===== config.mk =====
export PLATFORM = sky130hd
export DESIGN_NAME = llrb_replay_ctrl
export DESIGN_NICKNAME = d
export VERILOG_FILES = /design/src/rtl/llrb_replay_ctrl.sv
export SDC_FILE = /design/constraint.sdc
export NUM_CORES = 1
export LEC_CHECK = 0
export CAP_MARGIN = 0
export CORE_MARGIN = 2
export CORE_UTILIZATION = 40
export CTS_CLUSTER_SIZE = 28
export DETAILED_ROUTE_END_ITERATION = 16
export PLACE_DENSITY = 0.65
export SYNTH_ARGS = -nofsm -noshare
export SYNTH_HDL_FRONTEND = slang
export SYNTH_SLANG_ARGS = --single-unit

===== constraint.sdc =====
create_clock -name i_clk -period 6.75 [get_ports i_clk]
set_input_delay 0.675 -clock i_clk [delete_from_list [all_inputs] [get_ports i_clk]]
set_output_delay 0.675 -clock i_clk [all_outputs]
set_load 0.03 [all_outputs]

===== src/rtl/llrb_replay_ctrl.sv =====
// llrb_replay_ctrl: pointer/occupancy controller and replay sequencer for the
// link-layer retry buffer. It holds no flit data. It only drives the address and
// enables of an external LLRB RAM.
//   i_clk, i_rst_n            clock, asynchronous active-low reset
//   i_llr_wrap_value          last valid slot index; depth D = wrap + 1
//   i_tx_flit_valid           new flit offered; o_tx_ready / o_buf_wr_en / o_buf_wr_addr
//   i_ack_valid, i_ack_num    Full_Ack from the unpacker (frees i_ack_num oldest slots)
//   i_replay_req, i_replay_eseq  RETRY.REQ from the unpacker
//   i_replay_ready            TX mux accepts a replay read; o_buf_rd_en / o_buf_rd_addr
//   o_replaying, o_replay_done, o_seq_err  status / 1-cycle pulses
//   o_wrt_ptr, o_num_free_buff, o_buf_consumed  reported to the control-flit packer
module llrb_replay_ctrl #(
  parameter int unsigned PTR_W = 8
) (
  input  logic             i_clk,
  input  logic             i_rst_n,
  input  logic [PTR_W-1:0] i_llr_wrap_value,
  input  logic             i_tx_flit_valid,
  output logic             o_tx_ready,
  output logic             o_buf_wr_en,
  output logic [PTR_W-1:0] o_buf_wr_addr,
  input  logic             i_ack_valid,
  input  logic [PTR_W-1:0] i_ack_num,
  input  logic             i_replay_req,
  input  logic [PTR_W-1:0] i_replay_eseq,
  input  logic             i_replay_ready,
  output logic             o_buf_rd_en,
  output logic [PTR_W-1:0] o_buf_rd_addr,
  output logic             o_replaying,
  output logic             o_replay_done,
  output logic             o_seq_err,
  output logic [PTR_W-1:0] o_wrt_ptr,
  output logic [PTR_W-1:0] o_num_free_buff,
  output logic [PTR_W-1:0] o_buf_consumed
);

  localparam int unsigned CW = PTR_W + 1;

  typedef enum logic [0:0] {StIdle, StReplay} state_e;

  state_e           state_q;
  logic [PTR_W-1:0] wr_ptr_q, tail_q, rd_ptr_q;
  logic [CW-1:0]    count_q, remaining_q;
  logic             done_q, seq_err_q;

  logic [CW-1:0] depth, eseq_ext, tail_ext, ack_ext, off, rep_remaining, count_nx;
  logic [CW-1:0] free_raw, tail_sum;
  logic          wr, rep_ok, rep_take, rep_bad, ack_ok, ack_take, ack_bad, rd_en;

  // Modular pointer increment within 0..wrap.
  function automatic logic [PTR_W-1:0] ptr_inc(input logic [PTR_W-1:0] p,
                                               input logic [PTR_W-1:0] wrap);
    return (p == wrap) ? '0 : p + 1'b1;
  endfunction

  always_comb begin
    depth    = {1'b0, i_llr_wrap_value} + 1'b1;
    eseq_ext = {1'b0, i_replay_eseq};
    tail_ext = {1'b0, tail_q};
    ack_ext  = {1'b0, i_ack_num};

    o_tx_ready = (state_q == StIdle) && (count_q < depth);
    wr         = o_tx_ready & i_tx_flit_valid;

    // Distance from oldest unacked entry to the requested ESEQ, modulo D.
    if (eseq_ext >= tail_ext) off = eseq_ext - tail_ext;
    else                      off = eseq_ext + depth - tail_ext;
    // An ESEQ beyond the wrap value can never name a slot.
    rep_ok        = (eseq_ext < depth) && (off <= count_q);
    rep_take      = i_replay_req & rep_ok;
    rep_bad       = i_replay_req & ~rep_ok;
    rep_remaining = count_q - off;

    // A legal replay request's implicit ack supersedes a same-cycle Full_Ack.
    ack_ok   = ack_ext <= count_q;
    ack_take = i_ack_valid & ~rep_take & ack_ok;
    ack_bad  = i_ack_valid & ~rep_take & ~ack_ok;

    tail_sum = tail_ext + ack_ext;
    if (tail_sum >= depth) tail_sum = tail_sum - depth;

    count_nx = count_q + CW'(wr);
    if (rep_take)      count_nx = count_nx - off;
    else if (ack_take) count_nx = count_nx - ack_ext;

    rd_en = (state_q == StReplay) && i_replay_ready && (remaining_q != '0);

    free_raw = depth - count_q;
  end

  always_ff @(posedge i_clk or negedge i_rst_n) begin
    if (!i_rst_n) begin
      state_q     <= StIdle;
      wr_ptr_q    <= '0;
      tail_q      <= '0;
      rd_ptr_q    <= '0;
      count_q     <= '0;
      remaining_q <= '0;
      done_q      <= 1'b0;
      seq_err_q   <= 1'b0;
    end else begin
      done_q    <= 1'b0;
      seq_err_q <= rep_bad | ack_bad;
      count_q   <= count_nx;
      if (wr) wr_ptr_q <= ptr_inc(wr_ptr_q, i_llr_wrap_value);

      if (rep_take)      tail_q <= i_replay_eseq;
      else if (ack_take) tail_q <= tail_sum[PTR_W-1:0];

      // A legal request (re)starts the replay, even mid-replay.
      if (rep_take) begin
        rd_ptr_q    <= i_replay_eseq;
        remaining_q <= rep_remaining;
        if (rep_remaining == '0) begin
          state_q <= StIdle;
          done_q  <= 1'b1;
        end else begin
          state_q <= StReplay;
        end
      end else if (rd_en) begin
        rd_ptr_q    <= ptr_inc(rd_ptr_q, i_llr_wrap_value);
        remaining_q <= remaining_q - 1'b1;
        if (remaining_q == CW'(1)) begin
          state_q <= StIdle;
          done_q  <= 1'b1;
        end
      end
    end
  end

  assign o_buf_wr_en     = wr;
  assign o_buf_wr_addr   = wr_ptr_q;
  assign o_buf_rd_en     = rd_en;
  assign o_buf_rd_addr   = rd_ptr_q;
  assign o_replaying     = (state_q == StReplay);
  assign o_replay_done   = done_q;
  assign o_seq_err       = seq_err_q;
  assign o_wrt_ptr       = wr_ptr_q;
  // Depth can be 2**PTR_W, which does not fit the report field; saturate.
  assign o_num_free_buff = free_raw[PTR_W] ? '1 : free_raw[PTR_W-1:0];
  assign o_buf_consumed  = count_q[PTR_W] ? '1 : count_q[PTR_W-1:0];

endmodule


# Word-level counts from Yosys, hierarchy flattened
# Index checks and enable logic that the tools add are counted.
# W data, S select, Z words.
# word_totals
ff_bits	45
inputBits	30
out_inout_bits	46
# op_classes
add_sub_neg	14
n_lt_le_gt_ge	6
n_eq_ne	3
mux	22
n_bitwise	11
reduce_logical	10
# ops
operator	n
$mux W8	9
$mux W9	5
$sub A9 B9 Y9	3
$sub A9 B8 Y9	2
$add A8 B1 Y8 const B	2
$eq A8 B8 Y1	2
$add A8 B1 Y9 const B	1
$add A8 B8 Y9	1
$add A8 B9 Y9	1
$add A9 B1 Y9	1
$eq A9 B1 Y1 const B	1
$ge A9 B9 Y1	1
$le A8 B9 Y1	1
$le A9 B9 Y1	1
$logic_not A9 Y1	1
$lt A8 B9 Y1	1
$lt A9 B9 Y1	1
$reduce_bool A9 Y1	1
$sub A8 B8 Y9	1
$sub A9 B1 Y9 const B	1
$ge A8 B8 Y1	1
$mux W1	8
$sub A8 B8 Y8	1
$and A1 B1 Y1	6
5 further kinds	13

# Depth between registers and ports, before layout
# Gate-level depths: netlist of run 1.
# depth
word_depth	12
depth_mapped	28
depth_no_buf	26

# Worst setup path after synthesis of run 1
# Ideal clock, no wire load.
# synth_path
kind	input-to-reg
from	in i_llr_wrap_value[0]
to	reg count_q[8]
setup_ns	0.123
arrival_time_ns	5.597
required_time_ns	6.627
path_slack_ns	1.030
path_stages	27
path_cell_list	ha_1 -> xnor2_2 -> inv_1 -> ha_1 -> o21ai_0 -> a21boi_0 -> o21ai_0 -> a21boi_0 -> o21ai_0 -> a21oi_1 -> o21ai_0 -> clkbuf_1 -> inv_1 -> ha_1 -> ha_1 -> xor2_1 -> ha_1 -> nor2b_1 -> o21ai_0 -> a21oi_1 -> o21a_1 -> o21ai_0 -> nand2b_1 -> maj3_1 -> xor2_1 -> a21oi_2 -> xnor2_1
# synth_between
elab_cells_between_ends	19
cone_classes	6 x add/sub; 3 x order compare; 3 x mux; 5 x bitwise; 2 x reduce/logical
# synth_rtl
item	line	rtl
from (decl)	17	input logic [PTR_W-1:0] i_llr_wrap_value,
$add A8 B1 Y9 *	57	depth = {1'b0, i_llr_wrap_value} + 1'b1;
$lt A9 B9 Y1 *	62	o_tx_ready = (state_q == StIdle) && (count_q < depth);
$logic_and A1 B1 Y1 *	62	
$and A1 B1 Y1 *	63	wr = o_tx_ready & i_tx_flit_valid;
named net o_buf_wr_en	20	output logic o_buf_wr_en,
$add A9 B1 Y9 *	82	count_nx = count_q + CW'(wr);
$sub A9 B8 Y9	84	else if (ack_take) count_nx = count_nx - ack_ext;
$mux W9	84	
$mux W9 *	83	if (rep_take) count_nx = count_nx - off;
named net count_nx[8]	46	logic [CW-1:0] depth, eseq_ext, tail_ext, ack_ext, off, rep_remaining, count_nx;
to (signal assigned)	104	count_q <= count_nx;
to (decl)	43	logic [CW-1:0] count_q, remaining_q;
# The timed path passes the listed nets; every way through them passes the cells marked *.
# A chain may end at the register's enable or synchronous reset.

# Worst setup path in the final report of run 1
# layout_path
from	in i_llr_wrap_value[0]
to	reg count_q[8]
# layout_between
elab_chain_len	12
elab_cells_between_ends	19
cone_classes	6 x add/sub; 3 x order compare; 3 x mux; 5 x bitwise; 2 x reduce/logical
# layout_rtl
item	line	rtl
$add A8 B1 Y9 *	57	
$add A8 B9 Y9	67	else off = eseq_ext + depth - tail_ext;
$sub A9 B8 Y9	67	
$mux W9	66	if (eseq_ext >= tail_ext) off = eseq_ext - tail_ext;
$le A9 B9 Y1	69	rep_ok = (eseq_ext < depth) && (off <= count_q);
$logic_and A1 B1 Y1	69	
$and A1 B1 Y1	70	rep_take = i_replay_req & rep_ok;
$not A1 Y1	76	ack_take = i_ack_valid & ~rep_take & ack_ok;
$and A1 B1 Y1 (2 in series)	76	
$mux W9	84	
$mux W9 *	83	
named net count_nx[8]	46	
# Marks and branches as above.

==> impl_metrics.ini, run 1 <==
[synthesis]
synth_edf_count = 0
synth_top_flop_cell = dfrtp_1
synthMuxAreaShare_pct = 2.28
yosys-top-cells-count = inv_1 (84), ha_1 (81), nand2_1 (66), xnor2_1 (65), nor2_1 (64)
synth_largest_area_cell = dfrtp_1
synth-simple-area-share_pct = 18.1
synthArstFlopShare_pct = 100
ys_types = 67
synth_compound_area_share_pct = 20.1
synthesis.nets = 932
synth_top_family_by_area = adder cells
syn_inst = 806
yosysSeqAreaShare_pct = 17.4
synthAdderAreaFrac_pct = 21.1
synth-xor-area-share_pct = 13.7
synth_area_um2 = 6470
syn_area_per_cell_um2 = 8.03
post-synth-top-count-cell = inv_1
synth_area_leaders = dfrtp_1 (17%), ha_1 (16%), xnor2_1 (8.8%), inv_1 (4.9%), fa_1 (4.6%)
ys_warn_count = 0
synth_seq_cells = 45
yosys.area.top_type_share_pct = 17.4

[global_routing]
antenna_found_initial = 0
grt_max_degree = 49
overflow = 0
grt_pass1_wl_mm = 29.6
grt_usage_pct = 21.4
grt_pass1_vias = 5658

[floorplanning]
dieWidth_um = 131
io_pins = 76
num_rows = 46
start_util_pct = 40.9
die_h_um = 131
core_um2 = 15800
fp.dieArea_um2 = 17200

[critical_path]
crit_slowest_cell = clkdlybuf4s50_1
required_ns = 6.98
path_buf_inv = 3
cpMostUsedCell = o21ai_0
crit_family = compound AO/OA/AOI/OAI gates
end_kind = flip-flop
critPathMaxFanout = 5
arrival_ns = 6.44
slowest_delay_ns = 0.62
worstSetupPathType = input port to flip-flop
crit_path_start_kind = input port

[sta]
maxSlewViolCount = 0
worst_pin_slew_ns = 0.626
setup_slack_ns = 0.549
grt_setup_unrepaired = false
slew_headroom_pct = 58.3
finClkSkew_ns = 0.00875
clock.fmax_mhz = 161
setup_viol = 0
final_hold_viol_count = 0
tns_ns = 0
period_minus_slack_ns = 6.20
fin_crit_sh_pct = 91.9

[clocking]
numCtsBuffers = 5
cts.sinks = 45
cts_tree = yes
htreeDepth = 2
cts_setup_buffers = 0
cts.clk_slew.worst_paths_ns = 0.07
cts_hold_buf = 0
cts_buffer_depth = 2
cts_resized = 0
cts_root_buf = clkbuf_16
insertion_delay_ns = 0.31

[finish]
layout-drive-gt1-share_pct = 6.73
nNetsFinal = 1002
fin_area_um2 = 7620
n_antenna_cell = 0
area_growth_pct = 17.8

[routing]
drc_errors = 0
wl_mm = 18.3
viasPerCell = 5.40
dr.pass1.iters = 4
ant_nets = 0
wl_per_cell_um = 16.7
vias = 5904
drt_iter0_drc = 343

[run]
cap_violations = 0

[placement]
dpl.hpwl_mm = 14.9
placed_area_um2 = 7450
place.gp.congestion = 0.913
port_buffers = 75
dp_slack_ns = 0.260

[worst_hold_path]
holdCritPathClass = input port to async pin

[run_status]
status = finished, final reports clean
## placed cells by master (no fill, tap or decap), types with 5 or more instances in the layout
master,instances
nor2b_1,13
dfrtp_1,45
a22oi_1,6
clkbuf_16,5
nand4_1,13
inv_1,84
o21a_1,10
or2_2,5
nor4_1,5
o21ai_0,60
a21o_1,9
mux2i_1,8
nand3_1,25
buf_4,11
nor3_1,20
o21ai_1,9
a21oi_1,49
nand2_1,66
nand2b_1,10
fa_1,15
mux2_2,6
ha_1,80
a211oi_1,7
xor2_1,23
and3_1,10
xnor2_1,65
clkdlybuf4s50_1,74
nor2_1,64
a21boi_0,5
maj3_1,5
## final cells by class
type / instances / area (um^2)
sequential: 45 / 1130
fill: 1528 / 8200
multi-input combinational: 650 / 4880
inverter: 87 / 327
clock inverter: 2 / 37.5
tap: 216 / 270
timing repair buffer: 87 / 848
clock buffer: 6 / 139
## metrics by stage
stage	hold WS [ns]	utilization [%]	cells
after floorplan	0.379	-	806
after global placement	0.530	47.0	1085
after detailed placement	0.534	47.0	1085
after CTS	0.496	48.2	1093
after global routing	0.537	48.2	1093
final	0.451	48.2	1093
## flip-flops by register name (all words and copies together), names as in the netlist
register and flops:
tail_q 8, o_buf_rd_addr 8, remaining_q 9, o_buf_wr_addr 8, o_replaying 1, count_q 9
o_seq_err 1, o_replay_done 1
## logic make-up (layout without fill, tap and decap cells)
| group | after synthesis | in the layout |
|---|---|---|
| adder cells (fa/ha/maj) | 101 | 101 |
| flip-flops | 45 | 45 |
| buffers and inverters | 111 | 182 |
| multiplexers | 14 | 14 |
| AND/OR/NAND/NOR | 245 | 245 |
| AO/OA/AOI/OAI | 196 | 196 |
| XOR/XNOR | 94 | 94 |
## layer usage
metal,GRT usage (%),share of wire (%)
met5,0,0
met4,8.21,3.2
met3,2.43,4.8
met2,35.6,47
met1,28.6,45
## path summary, 6_finish.rpt
path,end,slack (ns),cells after the start,from
setup / recovery,count_q[8]$_DFF_PN0_,0.55,26,i_llr_wrap_value[0]
hold / removal,count_q[2]$_DFF_PN0_,0.45,2,i_rst_n
setup reg to reg,count_q[8]$_DFF_PN0_,1.11,25,count_q[1]$_DFF_PN0_
hold reg to reg,remaining_q[8]$_DFFE_PN0P_,0.56,2,remaining_q[8]$_DFFE_PN0P_
max in group asynchronous,tail_q[0]$_DFFE_PN0P_,5.85,2,i_rst_n
min in group i_clk,remaining_q[8]$_DFFE_PN0P_,0.56,2,remaining_q[8]$_DFFE_PN0P_
Power of run 1 is not shown: default switching activity piles up to over one toggle a cycle in this logic, so the estimate is an artifact.
==> run 2: changes to the inputs <==
--- a/config.mk
+++ b/config.mk
@@ -11,6 +11,7 @@
 export CTS_CLUSTER_SIZE = 28
 export DETAILED_ROUTE_END_ITERATION = 16
 export PLACE_DENSITY = 0.65
+export SLEW_MARGIN = 20
 export SYNTH_ARGS = -nofsm -noshare
 export SYNTH_HDL_FRONTEND = slang
 export SYNTH_SLANG_ARGS = --single-unit
==> results of run 2 <==
No change in the layout: final DEF, timing and power equal those of run 1.
Power of run 2 is left out for the same reason.
==> run 3: changes to the inputs <==
--- a/config.mk
+++ b/config.mk
@@ -5,6 +5,7 @@
 export SDC_FILE = /design/constraint.sdc
 export NUM_CORES = 1
 export LEC_CHECK = 0
+export ABC_CLOCK_PERIOD_IN_PS = 6750
 export CAP_MARGIN = 0
 export CORE_MARGIN = 2
 export CORE_UTILIZATION = 40
==> results of run 3 <==
No change in the layout: final DEF, timing and power equal those of run 1.
Power of run 3 is left out for the same reason.
==> RTL edit 1: new RTL, settings of run 1 <==
Change the parameter `PTR_W` from 8 to 10.
--- a/src/rtl/llrb_replay_ctrl.sv
+++ b/src/rtl/llrb_replay_ctrl.sv
@@ -10,7 +10,7 @@
 //   o_replaying, o_replay_done, o_seq_err  status / 1-cycle pulses
 //   o_wrt_ptr, o_num_free_buff, o_buf_consumed  reported to the control-flit packer
 module llrb_replay_ctrl #(
-  parameter int unsigned PTR_W = 8
+  parameter int unsigned PTR_W = 10
 ) (
   input  logic             i_clk,
   input  logic             i_rst_n,
Interface: changed (8 resized); port bits go from 76 to 92. The function was not compared with the original's and may differ.
==> RTL edit 1 against run 1 <==
Sequential cell count grew 10. Final area is 27% higher. Synthesized area is 28% higher. Register-to-register slack got worse by 0.03 ns. Worst setup slack lost 0.045 ns. First-iteration DRC count up 49%. Routed wire length increased by 44%. Critical endpoint is now o_buf_rd_addr[1]. Highest routed layer unchanged.
Power is left out: the tool's default activity adds up to more than one toggle a clock period on the data nets, which glitch-free logic cannot reach.
==> RTL edit 1: results (changes against run 1) <==
CP endpoint: o_buf_rd_addr[1]
number of distinct library cell variants in the gate-level netlist after synthesis: 82 (+22%)
antenna fix cells: 0 (unchanged)
Yosys warning total: 0 (unchanged)
Area contributors post-synth: sky130_fd_sc_hd__dfrtp_1 (17%), sky130_fd_sc_hd__ha_1 (15%), sky130_fd_sc_hd__xnor2_1 (7.2%)
number of global-route vias before repair: 7,647 (+35%)
clock insertion delay at the later pin of the skew report: 0.33 ns (+0.02 ns)
wire length reported by the detailed router: 26,200 µm (+44%)
count of input and output buffers: 91 (+21%)
All-Layer GR Usage: 24.2% (+2.8 points)
clock transition at the registers of the reported paths: 0.09 ns (+0.02 ns)
Routed WL per cell: 18.3 µm (+9.3%)
first-pass GRT wire length: 41,500 µm (+40%)
initial antenna violation count: 0 (unchanged)
destination of the worst register-to-register timing path: count_q[10]
syn_nets: 1,229 (+32%)
share of flip-flops with an asynchronous set or reset: 100% (unchanged)
worst reg2reg path depth: 26 (+4.0%)
cells after synthesis: 1,077 (+34%)
number of search-and-repair iterations in the first detailed-routing pass: 7 (+3)
sequential fraction of the synthesis area: 16.7% (-0.72 points)
worst-path fanout max: 23 (+18)
post-cts gate resize count: 0 (unchanged)
routing usage on met2: 38.5% (+3.0 points)
R2R Setup Slk: 1.08 ns (-0.03 ns)
average vias per placed instance: 5.65 (+4.6%)
top cells by count, synth: sky130_fd_sc_hd__inv_1 (106), sky130_fd_sc_hd__ha_1 (99), sky130_fd_sc_hd__o21ai_0 (84)
Final Wtd Congestion: 0.939 (+2.8%)
Initial DRC Count: 511 (+49%)
Root Buffer Master: sky130_fd_sc_hd__clkbuf_16
met3 track utilization from global routing: 3.89% (+1.5 points)
setup slack at placement: 0.293 ns (+0.0333 ns)
arrival time reported for the critical path endpoint: 6.43 ns (about the same)
Final Net Count: 1,316 (+31%)
proportion of layout cells with a drive suffix above 1: 6.18% (-0.55 points)
Max Clock Freq: 0.160 GHz (-0.72%)
Detailed Place HPWL: 21,200 µm (+42%)
maximum number of pins on one net before global-route repair: 56 (+14%)
Filler cells: 2,034 (+33%)
worst slew slack as a fraction of its limit: 21.3% (-37 points)
fraction of met1 tracks used by global routing: 33.4% (+4.8 points)
status: complete, no violations
number of buffers inserted during clock tree synthesis: 5 (unchanged)
cell with the most instances after synthesis: sky130_fd_sc_hd__inv_1
largest registers: count_q: 11 flops, remaining_q: 11 flops
Placed Cells: 1,427 (+32%)
final clock skew: 0.0156 ns (+0.00687 ns)
-- RTL edit 1: cell count changes after synthesis, moves of 16 or more --
| cell | run 1 | this run |
|---|---|---|
| sky130_fd_sc_hd__nand2_1 | 66 | 82 |
| sky130_fd_sc_hd__ha_1 | 81 | 99 |
| sky130_fd_sc_hd__o21ai_0 | 60 | 84 |
| sky130_fd_sc_hd__nor2_1 | 64 | 81 |
| sky130_fd_sc_hd__inv_1 | 84 | 106 |
| sky130_fd_sc_hd__a21oi_1 | 49 | 78 |
-- RTL edit 1: cell type report --
| class | instances | area share, % |
|---|---|---|
| Multi-Input combinational cell | 875 | 64.7 |
| Clock inverter | 3 | 0.477 |
| Clock buffer | 5 | 1.29 |
| Inverter | 107 | 4.14 |
| Timing Repair Buffer | 120 | 11.7 |
| Sequential cell | 55 | 14.2 |
| Tap cell | 270 | 3.48 |
-- RTL edit 1: routing by layer --
| metal | vias to the layer above | wire, µm |
|---|---|---|
| met4 | 0 | 876 |
| met2 | 254 | 11600 |
| met5 | - | 0 |
| met1 | 3824 | 11900 |
| li1 | 3994 | - |
| met3 | 38 | 1820 |
-- RTL edit 1: critical path, cell delays in order --
cell	delay, ns
sky130_fd_sc_hd__clkdlybuf4s50_1	0.51
sky130_fd_sc_hd__ha_1	0.24
sky130_fd_sc_hd__nand3_1	0.14
sky130_fd_sc_hd__xnor2_2	0.32
sky130_fd_sc_hd__inv_1	0.21
sky130_fd_sc_hd__fa_1	0.52
sky130_fd_sc_hd__inv_1	0.04
sky130_fd_sc_hd__ha_1	0.35
sky130_fd_sc_hd__nand3_1	0.11
sky130_fd_sc_hd__o211ai_1	0.12
sky130_fd_sc_hd__o41ai_1	0.59
sky130_fd_sc_hd__xnor2_1	0.14
sky130_fd_sc_hd__a21oi_1	0.34
sky130_fd_sc_hd__ha_1	0.29
sky130_fd_sc_hd__and4_1	0.21
sky130_fd_sc_hd__nand4_1	0.09
sky130_fd_sc_hd__a31oi_1	0.29
sky130_fd_sc_hd__a21oi_1	0.15
sky130_fd_sc_hd__a211o_2	0.41
sky130_fd_sc_hd__buf_4	0.23
sky130_fd_sc_hd__nor2_1	0.36
sky130_fd_sc_hd__a21oi_1	0.07
-- RTL edit 1: logic make-up after synthesis --
family,Yosys count,share of synthesized area [%]
flip-flops,55,16.7
XOR/XNOR,101,11.0
buffers and inverters,147,7.34
adder cells (fa/ha/maj),121,19.8
AO/OA/AOI/OAI,305,23.6
multiplexers,8,1.02
AND/OR/NAND/NOR,340,20.6
-- RTL edit 1: stage by stage --
step,cell area [µm²],util (%),hold WS [ns]
2_1_floorplan,8250,-,0.379
3_3_place_gp,9540,47.1,0.554
3_5_place_dp,9540,47.1,0.578
4_1_cts,9710,48.0,0.558
5_1_grt,9710,48.0,0.598
6_report,9710,48.0,0.519
==> RTL edit 2: new RTL, settings of run 1 <==
Without the edit above. Make the reset (`i_rst_n`) synchronous in one clocked block. Comments in the files are not updated.
--- a/src/rtl/llrb_replay_ctrl.sv
+++ b/src/rtl/llrb_replay_ctrl.sv
@@ -88,7 +88,7 @@
     free_raw = depth - count_q;
   end
 
-  always_ff @(posedge i_clk or negedge i_rst_n) begin
+  always_ff @(posedge i_clk) begin
     if (!i_rst_n) begin
       state_q     <= StIdle;
       wr_ptr_q    <= '0;
Behaviour: differs if i_rst_n is asserted again (counterexample within 4 cycles, from zero or initial values and one cycle with i_rst_n low); with i_rst_n held inactive, the same outputs for 4 cycles.
==> RTL edit 2 against run 1 <==
Via count increased by 5.7%. Final area shrank 1.8%. Worst setup slack better by 0.20 ns. Count of clock-buffer cells in the layout fell by 1. Critical path type unchanged. First-iteration DRC count increased by 22%. Sequential cell count unchanged. Register-to-register slack better by 0.31 ns. Routed wire length grew 3.5%. Synthesized area decreased by 1.3%. Non-clock buffer count is the same.
==> RTL edit 2: results (changes against run 1) <==
Area contributors post-synth: sky130_fd_sc_hd__ha_1 (16%), sky130_fd_sc_hd__dfxtp_1 (14%), sky130_fd_sc_hd__xnor2_1 (9.2%)
Detailed Place HPWL: 15,400 µm (+3.4%)
leak pwr: 3.06 nW
final clock skew: 0.0113 ns (+0.00254 ns)
maximum number of pins on one net before global-route repair: 32 (-35%)
top cells by count, synth: sky130_fd_sc_hd__inv_1 (84), sky130_fd_sc_hd__ha_1 (81), sky130_fd_sc_hd__xnor2_1 (67)
status: complete, no violations
Placed Cells: 1,110 (+2.3%)
VDD IR max: 220 µV
initial antenna violation count: 0 (unchanged)
wire length reported by the detailed router: 18,900 µm (+3.5%)
post-cts gate resize count: 0 (unchanged)
post-CTS repair timing setup buffer count: 0 (unchanged)
min-delay worst type: reg2reg
Root Buffer Master: sky130_fd_sc_hd__clkbuf_16
Max stage delay on crit path: 0.58 ns (-0.04 ns)
Routed WL per cell: 16.9 µm (+1.2%)
worst-path fanout max: 7 (+2)
syn avg cell area: 7.63 µm² (-4.9%)
flip-flop cell with the highest count after synthesis: sky130_fd_sc_hd__dfxtp_1
number of search-and-repair iterations in the first detailed-routing pass: 5 (+1)
cell area after placement: 0.00734 mm² (-1.4%)
Filler cells: 1,640 (+7.3%)
largest delay contributor family on the critical path: compound AO/OA/AOI/OAI gates
number of vias in the routed layout: 6,242 (+5.7%)
Slowest cell on crit path: sky130_fd_sc_hd__clkdlybuf4s50_1
Synth-to-Final Area Change: 17.2%
All-Layer GR Usage: 22.3% (+0.89 points)
count of input and output buffers: 75 (unchanged)
Final Wtd Congestion: 0.939 (+2.9%)
clock transition at the registers of the reported paths: 0.07 ns (about the same)
first-pass GRT wire length: 29,800 µm (+0.63%)
share of flip-flops with an asynchronous set or reset: 0% (-100 points)
setup slack at placement: 0.539 ns (+0.280 ns)
buffer levels on the longest clock path: 2 (unchanged)
sequential fraction of the synthesis area: 14.1% (-3.3 points)
total number of H-tree levels: 2 (unchanged)
number of global-route vias before repair: 5,711 (+0.94%)
Final Net Count: 1,027 (+2.5%)
arrival time reported for the critical path endpoint: 6.19 ns (-0.25 ns)
number of distinct library cell variants in the gate-level netlist after synthesis: 73 (+9.0%)
syn_nets: 963 (+3.3%)
proportion of layout cells with a drive suffix above 1: 4.10% (-2.6 points)
Initial DRC Count: 420 (+22%)
clock insertion delay at the later pin of the skew report: 0.30 ns
largest registers: count_q: 9 flops, remaining_q: 9 flops
worst slew slack as a fraction of its limit: 36.4% (-22 points)
[RTL edit 2: logic make-up (layout without fill, tap and decap cells)]
group	after synthesis	in the layout	synth area share (%)
flops	45	45	14.1
compound gates	220	220	23.2
fa+ha+maj	99	99	21.0
mux	4	4	0.646
simple gates	264	264	20.7
xor+xnor	89	89	12.5
buf+inv	116	181	7.81
[RTL edit 2: final timing paths]
kind / from / end / slack (ns) / cells past startpoint
setup reg to reg: count_q[1] / count_q[8] / 1.42 / 23
hold reg to reg: remaining_q[8] / remaining_q[8] / 0.50 / 2
setup / recovery: i_llr_wrap_value[2] / count_q[8] / 0.75 / 23
hold / removal: remaining_q[8] / remaining_q[8] / 0.50 / 2
[RTL edit 2: routing by layer]
| layer | share of wire (%) | wire length [µm] | vias to the layer above | track usage, % |
|---|---|---|---|---|
| li1 | - | - | 3110 | - |
| met1 | 46 | 8760 | 2916 | 31.4 |
| met2 | 45 | 8550 | 197 | 35.8 |
| met3 | 7.2 | 1360 | 19 | 4.36 |
| met4 | 1.3 | 238 | 0 | 4.51 |
| met5 | 0 | 0 | - | 0 |
[RTL edit 2: area by class of cell]
cell class | count | share of cell area, %
Multi-Input combinational cell | 676 | 66.7
Sequential cell | 45 | 12.0
Timing Repair Buffer | 87 | 11.4
Inverter | 86 | 4.31
Tap cell | 216 | 3.61
Clock buffer | 5 | 1.67
Clock inverter | 3 | 0.284
[RTL edit 2: power by group]
| group | leakage, nW | switching [mW] | internal, mW | total (mW) |
|---|---|---|---|---|
| Sequential | 0.367 | 0.126 | 0.349 | 0.475 |
| Clock | 0.0702 | 0.120 | 0.138 | 0.258 |
| Combinational | 2.63 | 1.98 | 1.45 | 3.43 |
